<file path="src/rtl/frq_pkg.sv">
// Shared types and constants for the mclk-domain tick controller.
// Holds the FSM state type, default rates and the scan_sel width helper.
package frq_pkg;

    typedef enum logic [1:0] {
        STOP = 2'd0,
        RUN  = 2'd1,
        STEP = 2'd2
    } state_t;

    localparam int unsigned DEF_DIV  = 100_000_000;
    localparam int unsigned SCAN_DIV = 100_000;
    localparam int unsigned DIGITS   = 4;

    function automatic int sel_w(input int n);
        return (n > 1) ? $clog2(n) : 1;
    endfunction

endpackage

</file>
<file path="src/rtl/tick_div.sv">
// Generic clock-enable divider: counts 0..div-1 while enabled.
// A divisor of 0 behaves as 1; tc is a registered one-cycle wrap pulse.
module tick_div
    import frq_pkg::*;
#(
    parameter int W = 8
) (
    input  logic         clk,
    input  logic         rst_n,
    input  logic         en,
    input  logic         clr,
    input  logic [W-1:0] div,
    output logic         wrap,
    output logic         tc
);

    logic [W-1:0] cnt;
    logic [W-1:0] last_val;

    assign last_val = (div == '0) ? '0 : div - 1'b1;
    assign wrap     = en && !clr && (cnt >= last_val);

    // Advance the counter, wrap at the terminal count and flag the wrap.
    always_ff @(posedge clk) begin
        if (!rst_n || clr) begin
            cnt <= '0;
            tc  <= 1'b0;
        end else begin
            tc <= wrap;
            if (wrap) begin
                cnt <= '0;
            end else if (en) begin
                cnt <= cnt + 1'b1;
            end
        end
    end

endmodule

</file>
<file path="src/rtl/frq_tick_ctrl.sv">
// Count/scan tick generator for the BCD counter and 7-segment display.
// Run/stop/step control plus glitch-free divisor reload with ack.
module frq_tick_ctrl
    import frq_pkg::*;
#(
    parameter int unsigned DIV_W    = 27,
    parameter int unsigned DEF_DIV  = frq_pkg::DEF_DIV,
    parameter int unsigned SCAN_DIV = frq_pkg::SCAN_DIV,
    parameter int unsigned DIGITS   = frq_pkg::DIGITS,
    localparam int SEL_W = sel_w(DIGITS)
) (
    input  logic             mclk,
    input  logic             rst_n,
    input  logic             run,
    input  logic             step,
    input  logic [DIV_W-1:0] div_val,
    input  logic             div_ld,
    output logic             div_ack,
    output logic             cnt_tick,
    output logic             scan_tick,
    output logic [SEL_W-1:0] scan_sel,
    output logic             running
);

    localparam logic [DIV_W-1:0] DEF_V  = DIV_W'(DEF_DIV);
    localparam logic [DIV_W-1:0] SCAN_V = DIV_W'(SCAN_DIV);
    localparam logic [SEL_W-1:0] SEL_LAST = SEL_W'(DIGITS - 1);

    state_t           state;
    logic             step_tick;
    logic             run_go;
    logic             cnt_wrap;
    logic             cnt_tc;
    logic             scan_wrap;
    logic             pend;
    logic [DIV_W-1:0] pend_val;
    logic [DIV_W-1:0] div_reg;

    // Counting only while RUN is held; dropping run clears the phase.
    assign run_go   = (state == RUN) && run;
    assign cnt_tick = cnt_tc || step_tick;

    tick_div #(.W(DIV_W)) u_cnt (
        .clk   (mclk),
        .rst_n (rst_n),
        .en    (run_go),
        .clr   (!run_go),
        .div   (div_reg),
        .wrap  (cnt_wrap),
        .tc    (cnt_tc)
    );

    tick_div #(.W(DIV_W)) u_scan (
        .clk   (mclk),
        .rst_n (rst_n),
        .en    (1'b1),
        .clr   (1'b0),
        .div   (SCAN_V),
        .wrap  (scan_wrap),
        .tc    (scan_tick)
    );

    // Run/stop/step FSM with registered running and step tick.
    always_ff @(posedge mclk) begin
        if (!rst_n) begin
            state     <= STOP;
            running   <= 1'b0;
            step_tick <= 1'b0;
        end else begin
            step_tick <= 1'b0;
            unique case (state)
                STOP: begin
                    if (run) begin
                        state   <= RUN;
                        running <= 1'b1;
                    end else if (step) begin
                        state     <= STEP;
                        step_tick <= 1'b1;
                    end
                end
                RUN: begin
                    if (!run) begin
                        state   <= STOP;
                        running <= 1'b0;
                    end
                end
                STEP: begin
                    state   <= run ? RUN : STOP;
                    running <= run;
                end
                default: begin
                    state   <= STOP;
                    running <= 1'b0;
                end
            endcase
        end
    end

    // Divisor reload: a fresh request always overwrites and defers.
    // Applied at once when idle, or only at a wrap while running.
    always_ff @(posedge mclk) begin
        if (!rst_n) begin
            div_reg  <= DEF_V;
            pend     <= 1'b0;
            pend_val <= '0;
            div_ack  <= 1'b0;
        end else begin
            div_ack <= 1'b0;
            if (div_ld) begin
                pend     <= 1'b1;
                pend_val <= div_val;
            end else if (pend && (state != RUN || cnt_wrap)) begin
                div_reg <= pend_val;
                pend    <= 1'b0;
                div_ack <= 1'b1;
            end
        end
    end

    // Digit select steps together with each scan tick.
    always_ff @(posedge mclk) begin
        if (!rst_n) begin
            scan_sel <= '0;
        end else if (scan_wrap) begin
            scan_sel <= (scan_sel == SEL_LAST) ? '0 : scan_sel + 1'b1;
        end
    end

endmodule

</file>
<file path="config.mk">
export PLATFORM = sky130hd
export DESIGN_NAME = frq_tick_ctrl
export DESIGN_NICKNAME = d
export VERILOG_FILES = /design/src/rtl/frq_pkg.sv /design/src/rtl/tick_div.sv /design/src/rtl/frq_tick_ctrl.sv
export SDC_FILE = /design/constraint.sdc
export NUM_CORES = 1
export LEC_CHECK = 0
export CAP_MARGIN = 20
export CORE_MARGIN = 2
export CORE_UTILIZATION = 50
export DETAILED_ROUTE_END_ITERATION = 10
export PLACE_DENSITY = 0.66
export SLEW_MARGIN = 10
export SYNTH_ARGS = -nofsm -noshare
export SYNTH_HDL_FRONTEND = slang
export SYNTH_HIERARCHICAL = 1
export SYNTH_SLANG_ARGS = --single-unit
</file>
<file path="constraint.sdc">
create_clock -name mclk -period 6 [get_ports mclk]
set_input_delay 1.2 -clock mclk [delete_from_list [all_inputs] [get_ports mclk]]
set_output_delay 1.2 -clock mclk [all_outputs]
set_load 0.05 [all_outputs]
</file>
==> results.py, run 1 <==
metrics = {
    "clock_network": {
        "cts_root_buffer": "clkbuf_16",
        "cts-htree-levels": 4,
        "post_cts_resize_count": 0,
        "tritoncts": "built",
        "clkSlewWorstSetupHoldPaths_ns": 0.05,
        "cts-buffers-inserted": 17,
        "cts.sinks": 118,
        "clkLatencyLatePin_ns": 0.41,
        "longest_clk_path_bufs": 2,
        "holdBufCountCts": 0,
        "cts.repair_timing.setup_buffer_count": 0,
    },
    "timing": {
        "finalHoldViolations": 0,
        "slew_viol_final": 0,
        "tightest_slew_ns": 1.004,
        "worst_clock_skew_ns": 0.008003,
        "grt_setup_unrepaired": "no",
        "fmax_ghz": 0.2070,
        "slew_headroom_pct": 32.57,
        "setup-violations-final": 0,
        "setup-tns-final_ns": 0,
        "layout_min_cycle_time_ns": 4.832,
        "final_worst_path_cycle_share_pct": 80.53,
        "hold-worst-slack_ns": 0.4587,
    },
    "pwr": {
        "sequentialPowerShare_pct": 43.4,
        "worst_ir_drop_vdd_mv": 0.1619,
        "clkPwrFrac_pct": 47.6,
        "switching_share_pct": 22.75,
        "switchingPower_mw": 0.4300,
        "power_density_nw_per_um2": 215.3,
        "total_power_mw": 1.890,
        "internal_power_mw": 1.460,
        "share_comb_of_total_power_pct": 9.0,
        "total_leakage_power_nw": 3.617,
    },
    "synthesis": {
        "sequential_cell_area_fraction_in_the_yosys_report_pct": 31.68,
        "syn-cell-area_um2": 7457,
        "synth_top_area_cell": "dfxtp_1",
        "yosys_register_bits": 118,
        "post_synth_num_cell_types": 60,
        "syn-instance-count": 853,
        "yosys_most_used_dff": "dfxtp_1",
        "ys_async_sr_fraction_pct": 0,
        "synthTopCellsByArea": "dfxtp_1 32%, ha_1 9.9%, xor2_1 8.1%",
        "synth-edff-count": 0,
        "synth_warnings": 6,
        "synth_largest_type_area_fraction_pct": 31.68,
        "synth.avg_cell_area_um2": 8.742,
    },
    "finish": {
        "synthToLayoutAreaGrowth_pct": 17.68,
        "leading_cell_types_in_the_layout_fill_and_taps_excluded": "118 x dfxtp_1, 110 x nand2_1, 92 x conb_1, 76 x nor3_1, 69 x xor2_1",
        "layout_commonest_cell": "dfxtp_1",
        "multi_input_area_um2": 5185,
        "sequential_area_um2": 2362,
        "antenna_cells": 0,
        "design.final.nets": 1067,
        "post_route_cells_drive_above_1_share_pct": 6.586,
        "nFillCells": 1376,
    },
    "worst_hold_path": {
        "min_path_type": "register to register",
        "min-delay-start": "pend_val[17]",
        "capture_endpoint_of_the_worst_hold_path": "div_reg[17]",
        "hold_depth": 2,
    },
    "critical_path": {
        "cp.required_ns": 6.31,
        "worst_case_register_to_register_setup_slack_ns": 1.17,
        "launching_point_of_the_worst_reg2reg_path": "div_reg[6]",
        "timing.critical_path.fanout_max": 28,
        "worstSetupStartpointType": "register",
        "worstSetupEndpointType": "register",
        "worst-endpoint-arrival_ns": 5.14,
        "reg2reg_depth": 15,
        "worstSetupPathType": "register to register",
        "terminus_of_the_critical_flop_to_flop_path": "div_ack",
    },
    "outcome": {
        "run_status": "completed",
    },
    "floorplanning": {
        "floorplan.die.width_um": 126.1,
        "floorplan.io_pins": 38,
        "die_height_um": 126.1,
        "rows": 44,
        "floorplan.core_area_um2": 14530,
        "floorplan.initialDensity_pct": 51.31,
        "die_area_um2": 15910,
    },
    "routing": {
        "drt-vias-per-instance": 5.044,
        "detail_route.wl_per_cell_um": 12.54,
        "drc": 0,
        "route.vias.total": 5907,
        "routed_wl_um": 14690,
        "detail_route.iter0.violations": 329,
        "ant_nets": 0,
        "drt-pass1-iter-count": 4,
    },
    "grt": {
        "grt_overflow": 0,
        "grt_util_all_layers_pct": 19.26,
        "antenna_found_initial": 0,
        "grt_pass1_wl_um": 25340,
        "grt_start_max_net_pins": 93,
        "number_of_global_route_vias_before_repair": 5470,
    },
    "place": {
        "buffer_ports.inserted": 37,
        "final_estimated_routing_congestion_in_global_placement": 0.8080,
        "place_hpwl_um": 10780,
    },
    "flow_run": {
        "maxCapViolCount": 0,
    },
}
[cell families (layout without fill, tap and decap cells)]
family          count (synthesis)  after routing  share of synthesized area, %
compound gates                 63             63                         5.352
xor+xnor                       93             93                         10.92
fa+ha+maj                      60             60                         10.03
buf+inv                        45             89                         3.607
flops                         118            118                         31.68
mux                            60             60                         8.054
other cells                     2             92                        0.1007
simple gates                  412            412                         30.25
[cell type report]
class                      count  area share [%]
inverter                      15          0.6416
sequential                   118           26.92
tap                          184           2.623
timing repair buffer          44           4.705
clock buffer                  26           5.803
clock inverter                 4          0.2281
multi-input combinational    780           59.08
[cell usage after synthesis, types with 3 or more instances]
master	instances
dfxtp_1	118
nand2_1	110
nor3_1	76
xor2_1	69
mux2i_1	60
ha_1	59
nor2b_1	59
nor2_1	34
nand4_1	32
nand3_1	29
xnor2_1	24
a21oi_1	18
inv_1	15
nor4_1	13
clkbuf_1	12
o21ai_0	12
o21a_1	7
a211oi_1	6
buf_2	6
buf_6	6
or4_1	6
and4_1	4
buf_4	4
nand2_2	4
or2_2	4
or4_4	4
nand2b_1	3
nand3b_1	3
nor3b_1	3
nor4_2	3
o21ai_1	3
or3_1	3
[metal layers]
layer | vias up | track usage, % | part of all wire [%]
li1 | 3192 | - | -
met1 | 2654 | 28.10 | 54
met2 | 52 | 28.56 | 42
met3 | 9 | 3.951 | 2.5
met4 | 0 | 6.012 | 0.72
met5 | - | 0 | 0
[critical path, cell delays in order, from the launching register on]
cell,delay (ns)
dfxtp_1,0.37
or4_4,0.60
nor3_4,0.29
nor4b_4,0.27
nand3_2,0.39
nand2_1,0.18
ha_1,0.26
a211oi_1,0.26
nor2_1,0.07
a2111oi_0,0.69
o32ai_2,0.17
or2_2,0.32
nor3b_2,0.26
nor3b_4,0.06
buf_4,0.31
and2_1,0.22
[power by group through the flow]
| stage | logic (mW) | clock network, mW | registers, mW |
|---|---|---|---|
| after detailed placement | 0.167 | 0 | 0.836 |
| after global routing | 0.194 | 0.953 | 0.822 |
| after floorplan | 0.126 | 0 | 0.833 |
| after CTS | 0.168 | 0.920 | 0.820 |
| after global placement | 0.165 | 0 | 0.835 |
| final | 0.170 | 0.899 | 0.820 |
[worst max path at each step]
stage                           start           to  slack [ns]  cells after the start
after global placement     div_reg[6]      div_ack        1.27                     15
final                      div_reg[6]      div_ack        1.17                     15
after CTS                  div_reg[6]      div_ack        1.14                     15
after detailed placement   div_reg[6]      div_ack        1.19                     15
after global routing       div_reg[6]      div_ack        0.75                     15
after floorplan           div_reg[14]  div_reg[10]        1.99                     18
[metrics by stage]
step | instance area (um^2) | setup WS (ns) | cells | util (%)
detailed placement | 8247 | 1.192 | 1141 | 56.74
global route | 8776 | 0.7502 | 1171 | 60.38
floorplan | 7795 | 1.986 | 943 | -
CTS | 8776 | 1.136 | 1171 | 60.38
global placement | 8247 | 1.271 | 1141 | 56.74
finish | 8776 | 1.168 | 1171 | 60.38
Power figures use the tool's default switching activity.
==> run 2: changes to the inputs <==
Clock period 6 ns to 5 ns, I/O delays scaled along.
==> results.py, run 2 (synthesis gave the netlist of run 1 again) <==
metrics = {
    "outcome": {
        "run_status": "completed",
    },
    "grt": {
        "number_of_global_route_vias_before_repair": 5577,
        "grt_pass1_wl_um": 25560,
        "grt_start_max_net_pins": 93,
        "antenna_found_initial": 0,
        "grt_overflow": 0,
        "grt_util_all_layers_pct": 19.00,
    },
    "timing": {
        "finalHoldViolations": 0,
        "slew_viol_final": 0,
        "slew_headroom_pct": 29.55,
        "grt_setup_unrepaired": "no",
        "setup-tns-final_ns": 0,
        "hold-worst-slack_ns": 0.4580,
        "fmax_ghz": 0.2200,
        "final_worst_path_cycle_share_pct": 90.91,
        "layout_min_cycle_time_ns": 4.545,
        "worst_clock_skew_ns": 0.006911,
        "tightest_slew_ns": 1.049,
        "setup-violations-final": 0,
    },
    "finish": {
        "post_route_cells_drive_above_1_share_pct": 7.265,
        "final_cell_count_without_fillers": 1175,
        "final_core_util_pct": 61.12,
        "synthToLayoutAreaGrowth_pct": 19.13,
        "antenna_cells": 0,
        "nFillCells": 1323,
        "design.final.nets": 1069,
        "layout_commonest_cell": "dfxtp_1",
        "leading_cell_types_in_the_layout_fill_and_taps_excluded": "118 x dfxtp_1, 110 x nand2_1, 92 x conb_1, 76 x nor3_1, 69 x xor2_1",
    },
    "place": {
        "place_hpwl_um": 10360,
        "final_estimated_routing_congestion_in_global_placement": 0.8502,
        "placedCellCount": 1143,
        "buffer_ports.inserted": 37,
    },
    "floorplanning": {
        "floorplan.core_area_um2": 14530,
        "rows": 44,
        "floorplan.io_pins": 38,
        "floorplan.initialDensity_pct": 51.31,
        "floorplan.die.width_um": 126.1,
        "die_area_um2": 15910,
        "die_height_um": 126.1,
    },
    "clock_network": {
        "longest_clk_path_bufs": 2,
        "cts.repair_timing.setup_buffer_count": 0,
        "cts-buffers-inserted": 17,
        "holdBufCountCts": 0,
        "cts.sinks": 118,
        "cts-htree-levels": 4,
        "clkLatencyLatePin_ns": 0.41,
        "clkSlewWorstSetupHoldPaths_ns": 0.06,
        "cts_root_buffer": "clkbuf_16",
        "post_cts_resize_count": 0,
        "tritoncts": "built",
    },
    "critical_path": {
        "cp_top_family": "simple AND/OR/NAND/NOR gates",
        "launching_point_of_the_worst_reg2reg_path": "div_reg[6]",
        "slowest_stage": "or4_4",
        "worstSetupPathType": "register to register",
        "crit_path_end": "div_reg[1]",
        "worst_case_register_to_register_setup_slack_ns": 0.45,
        "cp.required_ns": 5.29,
        "worst-endpoint-arrival_ns": 4.83,
        "critical_path.max_stage_delay_ns": 0.60,
        "worstSetupStartpointType": "register",
        "crit_start": "div_reg[6]",
        "terminus_of_the_critical_flop_to_flop_path": "div_reg[1]",
        "worstSetupPathDepth": 16,
        "timing.critical_path.fanout_max": 28,
        "reg2reg_depth": 16,
        "path_buf_inv": 2,
        "path_cells": "or4_4, nor3_4, nor4b_4, nand3_2, nand2_1, ha_1, a21oi_1, o21ai_0, a2111oi_0, buf_4, o32ai_2, or2_2, nor3b_2, nor3b_4, buf_12, mux2i_1",
        "worstSetupEndpointType": "register",
    },
    "pwr": {
        "power_density_nw_per_um2": 273.2,
        "total_leakage_power_nw": 3.652,
        "worst_ir_drop_vdd_mv": 0.3012,
    },
    "routing": {
        "detail_route.wl_per_cell_um": 12.35,
        "drt-vias-per-instance": 5.061,
        "detail_route.iter0.violations": 404,
        "drt-pass1-iter-count": 4,
        "route.vias.total": 5947,
        "ant_nets": 0,
        "drc": 0,
        "routed_wl_um": 14510,
    },
    "worst_hold_path": {
        "min_path_type": "register to register",
    },
    "flow_run": {
        "maxCapViolCount": 0,
    },
}
run 2: how the worst min path moves through the flow:
| stage | startpoint | endpoint | slack (ns) | cells after the start |
|---|---|---|---|---|
| after floorplan | pend_val[1] | div_reg[1] | 0.44 | 2 |
| after global placement | pend_val[17] | div_reg[17] | 0.45 | 2 |
| after detailed placement | pend_val[17] | div_reg[17] | 0.46 | 2 |
| after CTS | pend_val[17] | div_reg[17] | 0.46 | 2 |
| after global routing | pend_val[11] | div_reg[11] | 0.47 | 2 |
| final | pend_val[17] | div_reg[17] | 0.46 | 2 |
run 2: area by class of cell:
cell class	instances	area, um^2	area share [%]
repair buffers	46	440.4	4.958
flip-flops and latches	118	2362	26.59
clock inverters	12	152.6	1.718
well taps	184	230.2	2.592
clock buffers	20	456.7	5.141
multi-input cells	780	5185	58.37
inverters	15	56.30	0.6338
run 2: per-stage QoR:
step                      total power [mW]  setup WS [ns]  area, um^2
final                                2.427         0.4545        8884
after global routing                 2.532        0.09367        8884
after CTS                            2.445         0.4582        8884
after detailed placement             1.203         0.5045        8274
after global placement               1.201         0.6699        8274
after floorplan                      1.151         0.9863        7795
run 2: metal layers:
metal | GRT usage (%) | up-vias | wire [um]
met1 | 27.49 | 2691 | 7758
met4 | 3.878 | 0 | 92
met2 | 29.29 | 51 | 6272
met5 | 0 | - | 0
li1 | - | 3196 | -
met3 | 4.078 | 9 | 390
run 2: report_power, final:
group / internal, mW / total (mW) / leakage (nW) / switching [mW]
clock network: 0.808 / 1.24 / 0.288 / 0.432
registers: 0.964 / 0.983 / 0.959 / 0.0185
logic: 0.0990 / 0.204 / 2.40 / 0.105
run 2: tightest hold or removal path: stages, from the launching register on:
cell and delay (ns):
dfxtp_1 0.31, nand2_1 0.05, mux2i_1 0.05
